### config.mk
export PLATFORM = sky130hd
export DESIGN_NAME = uart_rx_axis
export DESIGN_NICKNAME = d
export VERILOG_FILES = /design/src/rtl/uart_rx_axis.sv
export SDC_FILE = /design/constraint.sdc
export NUM_CORES = 1
export LEC_CHECK = 0
export CAP_MARGIN = 10
export CORE_MARGIN = 3
export CORE_UTILIZATION = 45
export DETAILED_ROUTE_END_ITERATION = 10
export SLEW_MARGIN = 20
export SYNTH_ARGS = -nofsm -noshare
export SYNTH_HDL_FRONTEND = slang
export SYNTH_SLANG_ARGS = --single-unit
export TNS_END_PERCENT = 50
### constraint.sdc
create_clock -name clk -period 2.2 [get_ports clk]
set_input_delay 0.44 -clock clk [delete_from_list [all_inputs] [get_ports clk]]
set_output_delay 0.44 -clock clk [all_outputs]
set_load 0.03 [all_outputs]
### src/rtl/uart_rx_axis.sv
// UART 8N1 receiver feeding an AXI-Stream master through a small FIFO.
// Optional even-parity check is enabled by defining UART_RX_PARITY_EN.
module uart_rx_axis #(
    parameter int DATA_BITS    = 8,
    parameter int CLKS_PER_BIT = 16,
    parameter int FIFO_DEPTH   = 4
) (
    input  logic                 clk,
    input  logic                 rst_n,
    input  logic                 uart_rx,
    output logic [DATA_BITS-1:0] m_axis_tdata,
    output logic                 m_axis_tvalid,
    input  logic                 m_axis_tready,
    output logic                 frame_err,
    output logic                 overrun,
    output logic                 parity_err
);

    localparam int TMR_W = $clog2(CLKS_PER_BIT);
    localparam int BIT_W = $clog2(DATA_BITS + 1);
    localparam int AW    = $clog2(FIFO_DEPTH);
    localparam logic [TMR_W-1:0] T_HALF   = TMR_W'(CLKS_PER_BIT / 2 - 1);
    localparam logic [TMR_W-1:0] T_FULL   = TMR_W'(CLKS_PER_BIT - 1);
    localparam logic [BIT_W-1:0] BIT_LAST = BIT_W'(DATA_BITS - 1);

    typedef enum logic [2:0] {
        S_IDLE   = 3'd0,
        S_START  = 3'd1,
        S_DATA   = 3'd2,
        S_PARITY = 3'd3,
        S_STOP   = 3'd4,
        S_WAIT   = 3'd5
    } state_t;

    logic                 sync1_q, sync2_q, rx_prev_q;
    logic                 rx_s;
    state_t               state_q, state_d;
    logic [TMR_W-1:0]     timer_q, timer_d;
    logic [BIT_W-1:0]     bit_cnt_q, bit_cnt_d;
    logic [DATA_BITS-1:0] shift_q, shift_d;
    logic                 frame_err_q, frame_err_d;
    logic                 overrun_q, overrun_d;
    logic                 push_s, pop_s, full_s, empty_s;
    logic [AW:0]          wr_q, rd_q;
    logic [DATA_BITS-1:0] mem_q [FIFO_DEPTH];

`ifdef UART_RX_PARITY_EN
    logic par_bad_q, par_bad_d;
    logic parity_err_q, parity_err_d;

    function automatic logic even_par_ok(input logic [DATA_BITS-1:0] d, input logic p);
        return ~((^d) ^ p);
    endfunction
`endif

    assign rx_s = sync2_q;

    // Two-flop synchroniser plus edge history; history resets low so a line
    // already low at reset release must first be seen high before a start.
    always_ff @(posedge clk or negedge rst_n) begin
        if (!rst_n) begin
            sync1_q   <= 1'b1;
            sync2_q   <= 1'b1;
            rx_prev_q <= 1'b0;
        end else begin
            sync1_q   <= uart_rx;
            sync2_q   <= sync1_q;
            rx_prev_q <= sync2_q;
        end
    end

    // FSM and datapath state registers.
    always_ff @(posedge clk or negedge rst_n) begin
        if (!rst_n) begin
            state_q     <= S_IDLE;
            timer_q     <= {TMR_W{1'b0}};
            bit_cnt_q   <= {BIT_W{1'b0}};
            shift_q     <= {DATA_BITS{1'b0}};
            frame_err_q <= 1'b0;
            overrun_q   <= 1'b0;
`ifdef UART_RX_PARITY_EN
            par_bad_q    <= 1'b0;
            parity_err_q <= 1'b0;
`endif
        end else begin
            state_q     <= state_d;
            timer_q     <= timer_d;
            bit_cnt_q   <= bit_cnt_d;
            shift_q     <= shift_d;
            frame_err_q <= frame_err_d;
            overrun_q   <= overrun_d;
`ifdef UART_RX_PARITY_EN
            par_bad_q    <= par_bad_d;
            parity_err_q <= parity_err_d;
`endif
        end
    end

    // Next-state logic; every sampling decision happens at a timer match.
    always_comb begin
        state_d     = state_q;
        timer_d     = timer_q + TMR_W'(1);
        bit_cnt_d   = bit_cnt_q;
        shift_d     = shift_q;
        frame_err_d = 1'b0;
        overrun_d   = 1'b0;
        push_s      = 1'b0;
`ifdef UART_RX_PARITY_EN
        par_bad_d    = par_bad_q;
        parity_err_d = 1'b0;
`endif
        case (state_q)
            S_IDLE: begin
                timer_d = {TMR_W{1'b0}};
                if (rx_prev_q && !rx_s) begin
                    state_d = S_START;
                end else begin
                    state_d = S_IDLE;
                end
            end
            S_START: begin
                if (timer_q == T_HALF) begin
                    timer_d   = {TMR_W{1'b0}};
                    bit_cnt_d = {BIT_W{1'b0}};
                    state_d   = rx_s ? S_IDLE : S_DATA;
                end else begin
                    state_d = S_START;
                end
            end
            S_DATA: begin
                if (timer_q == T_FULL) begin
                    timer_d = {TMR_W{1'b0}};
                    shift_d = {rx_s, shift_q[DATA_BITS-1:1]};
                    if (bit_cnt_q == BIT_LAST) begin
`ifdef UART_RX_PARITY_EN
                        state_d = S_PARITY;
`else
                        state_d = S_STOP;
`endif
                    end else begin
                        bit_cnt_d = bit_cnt_q + BIT_W'(1);
                    end
                end else begin
                    state_d = S_DATA;
                end
            end
`ifdef UART_RX_PARITY_EN
            S_PARITY: begin
                if (timer_q == T_FULL) begin
                    timer_d   = {TMR_W{1'b0}};
                    par_bad_d = ~even_par_ok(shift_q, rx_s);
                    state_d   = S_STOP;
                end else begin
                    state_d = S_PARITY;
                end
            end
`endif
            S_STOP: begin
                if (timer_q == T_FULL) begin
                    timer_d = {TMR_W{1'b0}};
                    if (!rx_s) begin
                        frame_err_d = 1'b1;
                        state_d     = S_WAIT;
                    end
`ifdef UART_RX_PARITY_EN
                    else if (par_bad_q) begin
                        parity_err_d = 1'b1;
                        state_d      = S_IDLE;
                    end
`endif
                    else if (full_s && !pop_s) begin
                        overrun_d = 1'b1;
                        state_d   = S_IDLE;
                    end else begin
                        push_s  = 1'b1;
                        state_d = S_IDLE;
                    end
                end else begin
                    state_d = S_STOP;
                end
            end
            S_WAIT: begin
                timer_d = {TMR_W{1'b0}};
                if (rx_s) begin
                    state_d = S_IDLE;
                end else begin
                    state_d = S_WAIT;
                end
            end
            default: begin
                state_d = S_IDLE;
                timer_d = {TMR_W{1'b0}};
            end
        endcase
    end

    // Extra pointer bit distinguishes full from empty when the indices match.
    assign empty_s = (wr_q == rd_q);
    assign full_s  = (wr_q[AW] != rd_q[AW]) && (wr_q[AW-1:0] == rd_q[AW-1:0]);
    assign pop_s   = !empty_s && m_axis_tready;

    // Output FIFO storage and pointers.
    always_ff @(posedge clk or negedge rst_n) begin
        if (!rst_n) begin
            wr_q <= {(AW+1){1'b0}};
            rd_q <= {(AW+1){1'b0}};
            for (int i = 0; i < FIFO_DEPTH; i++) begin
                mem_q[i] <= {DATA_BITS{1'b0}};
            end
        end else begin
            if (push_s) begin
                mem_q[wr_q[AW-1:0]] <= shift_q;
                wr_q                <= wr_q + (AW+1)'(1);
            end
            if (pop_s) begin
                rd_q <= rd_q + (AW+1)'(1);
            end
        end
    end

    assign m_axis_tdata  = mem_q[rd_q[AW-1:0]];
    assign m_axis_tvalid = !empty_s;
    assign frame_err     = frame_err_q;
    assign overrun       = overrun_q;
`ifdef UART_RX_PARITY_EN
    assign parity_err    = parity_err_q;
`else
    assign parity_err    = 1'b0;
`endif

endmodule
## Yosys cells after proc, flatten, opt, wreduce, memory -nomap -nowiden

Cells that the tools add are included.

| word-level totals | value |
|---|---|
| flip-flop bits (word level) | 62 |
| latch bits | 0 |
| memory bits (writable) | 0 |
| bits in read-only memories | 0 |
| input port bits | 4 |
| output and inout port bits | 12 |
| memories | 0 |

| cells by class | value |
|---|---|
| add/subtract/negate cells | 4 |
| multipliers | 0 |
| divide/modulo/power cells | 0 |
| $lt $le $gt $ge | 3 |
| equality and inequality tests | 14 |
| shifts and indexed selects | 0 |
| multiplexer cells | 32 |
| bitwise operators | 2 |
| reductions and logical operators | 13 |

Operators by type and width:

| cell | number |
|---|---|
| 32-bit bitwise mux | 1 |
| 8-bit 2-to-1 mux | 3 |
| 4-bit 2-to-1 mux | 5 |
| 8-bit binary-select mux with 2-bit select | 1 |
| 8-bit demux with 2-bit select | 1 |
| 4-bit case mux with 2 select lines | 2 |
| 3-bit case mux with 5 select lines | 1 |
| 1-bit 2-to-1 mux | 12 |
| 3-bit 2-to-1 mux | 4 |
| 4-bit by 1-bit adder with 4-bit output, second input constant | 2 |
| 4-bit by 3-bit == test with 1-bit output, second input constant | 2 |
| 3-bit by 1-bit adder with 3-bit output, second input constant | 2 |
| 3-bit == test, second input constant | 2 |
| 3-bit greater-or-equal comparator, second input constant | 2 |
| 2-bit != test, second input constant | 3 |
| 2-bit inverter with 3-bit output | 2 |
| 1-bit logical AND | 5 |
| 4-bit == test, second input constant | 1 |
| 2-bit 2-to-1 mux | 2 |
| 4-bit AND reduction | 1 |
| 3-bit by 1-bit == test with 1-bit output, second input constant | 1 |
| 3-bit by 2-bit == test with 1-bit output, second input constant | 1 |
| 3-bit == test | 1 |
| 1-bit logical NOT | 3 |
| other kinds (8) | 8 |

## Logic depth before layout (Yosys ltp)

Gate-level depths: netlist of run 1.

| depth | value |
|---|---|
| depth in word-level cells | 9 |
| gate-level depth with buffers | 7 |

## Least setup slack after synthesis of run 1

OpenSTA, ideal clock, no wires.

| timing | value |
|---|---|
| kind | register -> register |
| start point | register timer_q[0] |
| end point | register mem_q[16] in the netlist's numbering |
| setup time | 0.125 ns |
| arrival | 1.690 ns |
| required time | 2.075 ns |
| path slack | 0.385 ns |
| stages on the path, launching flop included | 7 |
| buffers on the path | 1 |
| period minus slack after synthesis | 1.815 ns |
| cells stage by stage | dfrtp_1 ha_1 and3_1 buf_2 nand3_4 nor3b_4 mux2_2 |

| between the ends | value |
|---|---|
| longest elaborated chain between the ends | 3 |

RTL lines:

| what | line | source |
|---|---|---|
| start: declaration | 38 | `logic [TMR_W-1:0] timer_q, timer_d;` |
| start signal: assignment | 76 | `timer_q <= {TMR_W{1'b0}};` |
| start signal: assignment | 87 | `timer_q <= timer_d;` |
| 4-bit == test | 159 | `if (timer_q == T_FULL) begin` |
| 1-bit 2-to-1 mux | 159 |  |
| 1-bit 2-to-1 mux | 112 | `case (state_q)` |
| end signal: indexed assignment | 208 | `mem_q[i] <= {DATA_BITS{1'b0}};` |
| end signal: indexed assignment | 212 | `mem_q[wr_q[AW-1:0]] <= shift_q;` |
| end: declaration | 45 | `logic [DATA_BITS-1:0] mem_q [FIFO_DEPTH];` |

No other way between the ends.
A chain may end at the register's enable or synchronous reset.

## Worst setup path after layout of run 1

| timing | value |
|---|---|
| start point | register rd_q[0] |
| end point | output port m_axis_tdata[2] |

| between the ends | value |
|---|---|
| longest elaborated chain between the ends | 4 |

RTL lines:

| what | line | source |
|---|---|---|
| start: declaration | 44 | `logic [AW:0] wr_q, rd_q;` |
| start signal: assignment | 206 | `rd_q <= {(AW+1){1'b0}};` |
| start signal: assignment | 216 | `rd_q <= rd_q + (AW+1)'(1);` |
| 2-bit inverter with 3-bit output (not written as such) | 221 | `assign m_axis_tdata = mem_q[rd_q[AW-1:0]];` |
| 8-bit binary-select mux with 2-bit select | 221 |  |
| 8-bit 2-to-1 mux (not written as such) (2 in series) | 221 |  |
| end: declaration | 11 | `output logic [DATA_BITS-1:0] m_axis_tdata,` |

No other way between the ends. The select of a mux whose other input is x is not followed.

==> results.tsv, run 1 <==
metric	value	unit
worstPathRequired	1760	ps
fin_nets	242	
cp_max_fo	5	
max_freq	0.462	GHz
slew_viol_final	0	
gr-usage-all-layers	15.9	%
clock-skew-final	10.4	ps
outcome	finished clean	
synth-edff-count	0	
synth_nets	216	
syn_inst	205	
finalNonFillerCells	310	
final_area	3350	um2
drive_above_1_share	36.6	%
die_h	85.9	um
dp.cells	295	
yosysMostFrequentCell	dfrtp_1	
antenna_found_initial	0	
slew-limit-headroom	65.0	%
cts_max_level	3	
p_per_area	715	nW/um2
register_area	1560	um2
critPathMaxStageDelay	500	ps
avgViaCountPerCell	5.48	
yosys.area.top_type	dfrtp_1	
fillers	509	
grt_pass1_wl	8.90	mm
crit_path_end_kind	output pin	
netSwitchingFraction	23.6	%
synth_common_cells	dfrtp_1, mux2_2, nor2_1	
grt_pass1_vias	1780	
synthFlopType	dfrtp_1	
area_growth	16.5	%
cpMaxStageDelayCell	mux4_2	
io_buffers	14	
ys_seq_area_share	54.1	%
async_reset_ff_share	100	%
dp_hpwl	3.55	mm
gp_congestion	0.836	
clock-sinks	62	
hold_violations	0	
synth_top_area_share	52.3	%
period_needed	2170	ps
synth_area	2870	um2
ir_drop	0.395	mV
grt_overflow_total	0	
ys_seq_elements	62	
post-route-drc-count	0	
path_cells	buf_4, mux4_2, clkdlybuf4s15_2	
worstSetupPathType	register to output pin	
p_int	1.83	mW
path_clk_slew	70	ps
drtPass1Iterations	4	
multi_input_area	1230	um2
leakagePower	1.57	nW
die_area	7380	um2
cts-root-buf	clkbuf_8	
cts_tree	yes	
crit_arrival	1730	ps
switching_power	0.565	mW
worstMarginPinSlew	524	ps
clock_power_share	39.5	%
avgSynthCellArea	14.0	um2
core_area	6060	um2
die_x	85.9	um
yosysUniqueCellTypes	40	
period_share	98.4	%
clock_latency	330	ps
via_count	1698	
ys_top_cells_by_area	dfrtp_1, mux2_2, mux4_2, ha_1, nor3b_4	
start_util	47.4	%
cts_hold_buf	0	
rsz0062_at_grt	yes	
fp-row-count	28	
wirelength	5.16	mm
ys_warn_count	0	
grt_start_max_net_pins	42	
setup_viol	0	
first_iter_violations	56	
io_pins	16	
antenna_cells	0	
seqPwrFrac	51.2	%
drv_cap	0	
avgRoutedWirePerCell	16.6	um
clockBufferDepth	2	
ant_nets	0	
start_kind	register	
holdCritPathClass	input port to asynchronous set/reset pin	
numCtsBuffers	9	
place_area	3170	um2
pwr-share-comb	9.3	%
## power groups by stage
stage	registers [mW]	clock network, mW	logic (mW)
after floorplan	1.24	0	0.154
after global placement	1.24	0	0.213
after detailed placement	1.25	0	0.224
after CTS	1.22	0.977	0.225
after global routing	1.23	1.02	0.256
final	1.22	0.945	0.223
## kinds of logic (layout without fill, tap and decap cells)
kind of cell | after synthesis | in the layout | share of synthesized area (%)
flip-flops | 62 | 62 | 54.1
buffers and inverters | 16 | 46 | 3.09
adder cells (fa/ha/maj) | 7 | 7 | 3.05
XOR/XNOR | 10 | 10 | 3.05
other | 1 | 1 | 0.131
AO/OA/AOI/OAI | 20 | 20 | 4.66
multiplexers | 50 | 50 | 22.9
AND/OR/NAND/NOR | 39 | 39 | 9.06
## stage by stage
step / util (%) / power, mW / hold slack [ps] / TNS [ps] / setup slack, ps
after floorplan: - / 1.39 / 144 / 0 / 385
after global routing: 55.2 / 2.50 / 104 / -65.6 / -33.2
final: 55.2 / 2.39 / 81.1 / 0 / 34.3
after global placement: 52.2 / 1.45 / 347 / 0 / 32.4
after detailed placement: 52.2 / 1.47 / 354 / -45.1 / -12.7
after CTS: 55.2 / 2.43 / 76.3 / -17.0 / -17.0
## final cells by class
cell class	instances	area share (%)
flip-flops and latches	62	46.5
multi-input cells	127	36.8
repair buffers	25	7.82
clock buffers	14	4.56
well taps	75	2.80
clock inverters	1	0.898
inverters	6	0.673
## cells in the final DEF (no fill, tap or decap), types with 2 or more instances in the layout
| master | instances |
|---|---|
| nor2_1 | 10 |
| clkdlybuf4s50_1 | 4 |
| mux2_2 | 41 |
| dfrtp_1 | 59 |
| nand2_1 | 7 |
| dfstp_2 | 2 |
| nand3_1 | 4 |
| xnor2_1 | 6 |
| mux4_2 | 7 |
| nand3b_1 | 2 |
| nor3b_1 | 2 |
| buf_4 | 7 |
| clkbuf_1 | 4 |
| clkdlybuf4s15_2 | 4 |
| nor2b_1 | 3 |
| ha_1 | 7 |
| clkbuf_8 | 10 |
| xor2_1 | 4 |
| buf_12 | 4 |
| o31ai_1 | 4 |
| buf_2 | 3 |
| o211ai_1 | 2 |
| o21ai_0 | 6 |
| nor3b_4 | 3 |
| a21oi_1 | 2 |
| inv_1 | 6 |
| dlygate4sd2_1 | 2 |
## sequential cells by signal, summed over array words and instances, names as in the netlist
name	flops
bit_cnt_q	4
shift_q	8
wr_q	3
frame_err	1
rd_q	3
sync1_q	1
rx_s	1
mem_q	32
overrun	1
timer_q	4
rx_prev_q	1
state_q	3
## routing by layer
metal  vias up  share of wire (%)  GRT usage [%]
met1       869                 49           22.0
li1        788                  -              -
met3        11                3.0           3.46
met5         -                  0              0
met2        30                 47           23.6
met4         0                1.9           7.91
## path summary, 6_finish.rpt
path	start	endpoint	slack [ps]	cells after the start
worst max-delay path	rd_q[0]	m_axis_tdata[2]	30	3
worst max register to register	rd_q[0]	mem_q[4]	210	6
max in group asynchronous	rst_n	sync1_q	1460	2
worst min register to register	sync1_q	rx_s	370	0
worst min-delay path	rst_n	overrun	80	1
min in group clk	sync1_q	rx_s	370	0
## repair_timing
item | CTS | global route
buffers inserted | 0 | 0
gates cloned | 0 | 0
endpoints found under the setup margin | 8 | 5
resized for setup | 23 | 3
## critical path: cells and delay by family (launching register included)
| kind | cells | cell delay [ps] |
|---|---|---|
| buffers and inverters | 2 | 480 |
| DFF | 1 | 420 |
| muxes | 1 | 500 |
No activity file was read; power rests on OpenSTA's default activity.
==> run 2, diff against run 1 <==
- ABC_CLOCK_PERIOD_IN_PS: unset -> 2200
- RECOVER_POWER: unset -> 25
- SLEW_MARGIN: 20 -> 0
==> results.tsv, run 2 (synthesized netlist as in run 1, its figures left out) <==
metric	value	unit	change
start_kind	register		
final_util	54.9	%	-0.27 points
slew_viol_final	0		unchanged
crit_arrival	1730	ps	about the same
switching_power	0.562	mW	-0.50%
layout_common_cells	dfrtp_1, mux2_2, nor2_1, clkbuf_8		
hold_violations	0		unchanged
cpMaxStageDelayCell	mux4_2		
cts_hold_buf	0		unchanged
slew-limit-headroom	22.1	%	-43 points
seqPwrFrac	51.3	%	about the same
numCtsBuffers	9		unchanged
p_per_area	717	nW/um2	+0.20%
cts-root-buf	clkbuf_8		
drv_cap	0		unchanged
cts_tree	yes		
outcome	finished clean		
drtPass1Iterations	4		unchanged
via_count	1700		+0.12%
path_buf_inv	2		unchanged
period_share	98.4	%	about the same
tns	0	ps	unchanged
worstMarginPinSlew	1170	ps	+644 ps
path_clk_slew	70	ps	about the same
avgViaCountPerCell	5.48		+0.12%
power	2.39	mW	-0.29%
fin_nets	242		unchanged
final_common_cell	dfrtp_1		
largest_register_ffs	32		unchanged
place_area	3170	um2	unchanged
start_util	47.4	%	unchanged
reg.largest.list	mem_q (32), shift_q (8)		
post-route-drc-count	0		unchanged
final_area	3330	um2	-0.49%
drive_above_1_share	35.7	%	-0.85 points
clock_power_share	39.5	%	about the same
register_area	1560	um2	unchanged
multi_input_area	1230	um2	unchanged
ant_nets	0		unchanged
path_cells	buf_4, mux4_2, clkdlybuf4s15_2		
path_delay_family	multiplexers		
finalNonFillerCells	310		unchanged
dp_hpwl	3.55	mm	unchanged
grt_pass1_vias	1780		unchanged
grt_overflow_total	0		unchanged
leakagePower	1.56	nW	-0.54%
fin_ws	34.2	ps	-0.105 ps
p_int	1.82	mW	-0.23%
die_x	85.9	um	unchanged
ir_drop	0.395	mV	about the same
cp_max_fo	5		unchanged
io_pins	16		unchanged
holdCritPathClass	input port to asynchronous set/reset pin		
fp-row-count	28		unchanged
antenna_found_initial	0		unchanged
worstPathRequired	1760	ps	about the same
period_needed	2170	ps	+0.105 ps
hold_ws	322	ps	+241 ps
dp.cells	295		unchanged
grt_start_max_net_pins	42		unchanged
worstSetupPathType	register to output pin		
cts_max_level	3		unchanged
pwr-share-comb	9.2	%	about the same
gr-usage-all-layers	15.9	%	unchanged
regMostFlops	mem_q		
core_area	6060	um2	unchanged
crit_path_end_kind	output pin		
critPathMaxStageDelay	500	ps	about the same
avgRoutedWirePerCell	16.6	um	-0.27%
clock-skew-final	10.4	ps	+0.00860 ps
netSwitchingFraction	23.6	%	-0.050 points
io_buffers	14		unchanged
rsz0062_at_grt	yes		
grt_pass1_wl	8.90	mm	unchanged
fillers	511		+0.39%
antenna_cells	0		unchanged
clockBufferDepth	2		unchanged
clock_latency	330	ps	about the same
wirelength	5.14	mm	-0.27%
setup_viol	0		unchanged
max_freq	0.462	GHz	about the same
gp_congestion	0.836		unchanged
place_ws	-12.7	ps	unchanged
die_area	7380	um2	unchanged
first_iter_violations	56		unchanged
area_growth	15.9	%	
clock-sinks	62		unchanged
die_h	85.9	um	unchanged
[run 2: cell types whose count changed in the layout (fill, tap and decap cells not counted)]
cell and delta:
buf_12 -1, clkdlybuf4s50_1 -1, dfstp_2 -1, dfstp_1 +1, dlygate4sd3_1 +1, clkbuf_1 +1
[run 2: power by group through the flow]
stage	registers, mW	clock network, mW	logic, mW
2_1_floorplan	1.24	0	0.154
3_3_place_gp	1.24	0	0.213
3_5_place_dp	1.25	0	0.224
4_1_cts	1.22	0.977	0.225
5_1_grt	1.23	1.02	0.252
6_report	1.22	0.943	0.219
[run 2: worst register-to-register path, stage by stage, from the launching register on]
cell and delay [ps]:
dfrtp_1 430, buf_4 190, xnor2_1 140, and4b_1 320, nor3b_1 240, buf_4 210, mux2_2 350
[run 2: routing by layer]
layer  vias to the layer above  wire length, um  global-route usage [%]
met5                         -                0                       0
met4                         0               98                    7.91
met3                        11              146                    3.46
met2                        28             2410                    23.6
met1                       874             2480                    22.0
li1                        787                -                       -
[run 2: worst paths after layout]
kind	startpoint	endpoint	slack, ps	depth (start not counted)
worst min register to register	sync1_q	rx_s	370	0
min in group clk	sync1_q	rx_s	370	0
worst max register to register	rd_q[0]	mem_q[4]	210	6
worst min-delay path	rst_n	overrun	320	1
max in group asynchronous	rst_n	mem_q[13]	390	2
worst max-delay path	rd_q[0]	m_axis_tdata[2]	30	3
[run 2: cell type report]
type / count / share of cell area [%]
multi-input cells: 127 / 36.9
well taps: 75 / 2.82
flip-flops and latches: 62 / 46.7
clock buffers: 14 / 4.58
inverters: 6 / 0.676
clock inverters: 1 / 0.902
repair buffers: 25 / 7.37
[run 2: timing repair]
item                       CTS  global route
resized for setup           23             3
setup endpoints to repair    8             5
setup buffers                0             0
==> run 3, diff against run 2 <==
- CORE_ASPECT_RATIO: unset -> 1.75
==> results.tsv, run 3 (synthesized netlist as in run 1, its figures left out) <==
metric	value	unit	change
grt_pass1_vias	1894		+6.4%
dp.cells	303		+2.7%
io_pins	16		unchanged
final_common_cell	dfrtp_1		
worstPathRequired	1760	ps	about the same
path_cells	buf_12, mux4_2, clkdlybuf4s15_2		
critPathMaxStageDelay	510	ps	about the same
period_needed	2140	ps	-30.2 ps
worstSetupPathType	register to output pin		
crit_arrival	1700	ps	-30 ps
start_kind	register		
layout_common_cells	dfrtp_1, mux2_2, buf_4, nor2_1, clkbuf_8		
slew-limit-headroom	-1.28	%	-23 points
worstSetupPathDepth	3		unchanged
slew_viol_final	63		+63
reg.largest.list	mem_q (32), shift_q (8)		
fin_nets	247		+2.1%
wirelength	5.62	mm	+9.4%
drv_cap	1		+1
cts_max_level	3		unchanged
path_delay_family	multiplexers		
p_per_area	714	nW/um2	-0.31%
path_buf_inv	2		unchanged
numCtsBuffers	9		unchanged
io_buffers	14		unchanged
die_h	112	um	+30%
antenna_cells	0		unchanged
leakagePower	1.58	nW	+1.5%
r2r_slack	270	ps	+60 ps
outcome	finished, violations left		
avgRoutedWirePerCell	17.6	um	+6.3%
holdCritStartpoint	sync1_q		
fp-row-count	37		+32%
drive_above_1_share	39.0	%	+3.3 points
cts_hold_buf	0		unchanged
clock_latency	350	ps	+20 ps
die_x	66.4	um	-23%
gr-usage-all-layers	17.8	%	+1.9 points
antenna_found_initial	0		unchanged
post-route-drc-count	0		unchanged
ir_drop	0.454	mV	+15%
max_freq	0.468	GHz	+1.4%
drtPass1Iterations	5		+1
path_clk_slew	60	ps	about the same
final_util	55.8	%	+0.89 points
cpMaxStageDelayCell	mux4_2		
clock-sinks	62		unchanged
setup_viol	0		unchanged
worstReg2RegStart	timer_q[0]		
hold_violations	0		unchanged
min_delay_path_depth	0		
gp_congestion	0.757		-9.4%
avgViaCountPerCell	5.38		-2.0%
power	2.40	mW	+0.59%
cts_resized	14		-39%
cts_setup_buffers	0		unchanged
ff2ff_path_depth	6		unchanged
start_util	47.7	%	+0.34 points
rsz0062_at_grt	no		
first_iter_violations	88		+57%
cp_max_fo	11		+6
cts-root-buf	clkbuf_8		
dp_hpwl	3.98	mm	+12%
worst_hold_path.endpoint	rx_s		
period_share	97.1	%	-1.4 points
largest_register_ffs	32		unchanged
worstMarginPinSlew	1520	ps	+351 ps
cts_tree	yes		
violations	max-capacitance violations, max-slew violations		
grt_overflow_total	0		unchanged
clock-skew-final	6.48	ps	-3.90 ps
grt_pass1_wl	9.64	mm	+8.3%
die_area	7420	um2	+0.51%
crit_path_end_kind	output pin		
finalNonFillerCells	319		+2.9%
worstReg2RegEnd	mem_q[0]		
ant_nets	0		unchanged
holdCritPathClass	register to register		
core_area	6020	um2	-0.70%
via_count	1715		+0.88%
grt_start_max_net_pins	63		+50%
clockBufferDepth	2		unchanged
area_growth	16.9	%	
regMostFlops	mem_q		
==> run 3: changes by cell type in the layout (fill, tap and decap cells not counted), moves of 2 or more <==
cell	before	now
buf_4	7	17
clkbuf_1	5	3
buf_2	3	1
clkinv_2	0	2
==> run 3: power by group <==
part           internal [mW]  switching, mW
sequential              1.19         0.0413
clock                  0.520          0.432
combinational         0.0889          0.132
total                   1.79          0.606
==> run 3: worst max path at each step <==
stage                  startpoint               to  slack [ps]
finish                    rd_q[0]  m_axis_tdata[0]          60
global route              rd_q[0]  m_axis_tdata[4]           2
global placement    m_axis_tready         mem_q[1]         -20
floorplan              timer_q[0]        mem_q[16]         380
detailed placement  m_axis_tready        mem_q[27]         -10
CTS                       rd_q[0]  m_axis_tdata[5]          30
==> run 3: area by class of cell <==
type	count	area, um2
multi-input combinational	127	1230
sequential	62	1560
clock buffer	12	135
timing repair buffer	30	272
clock inverter	4	47.5
fill	531	2660
inverter	6	22.5
tap	78	97.6
==> run 3: stage by stage <==
step           setup TNS, ps  area [um2]  hold WS [ps]  worst slack [ps]
2_1_floorplan              0        2870           144               385
3_3_place_gp           -83.0        3190           348             -16.0
3_5_place_dp           -12.4        3190           355             -10.5
4_1_cts                    0        3370          96.6              28.0
5_1_grt                    0        3360           377              2.19
6_report                   0        3360           368              64.4
==> run 3: worst register-to-register path: cells and delay by family, from the launching register on <==
kind          cells  cell delay [ps]
mux               1              350
fa+ha+maj         1              210
buf+inv           1              230
simple gates      3              650
flops             1              370
==> run 3: metal layers <==
layer | GRT usage, % | share of wire (%) | vias to the layer above
li1 | - | - | 791
met1 | 18.5 | 36 | 892
met2 | 31.3 | 60 | 22
met3 | 6.05 | 2.6 | 10
met4 | 7.73 | 2.1 | 0
met5 | 0 | 0 | -
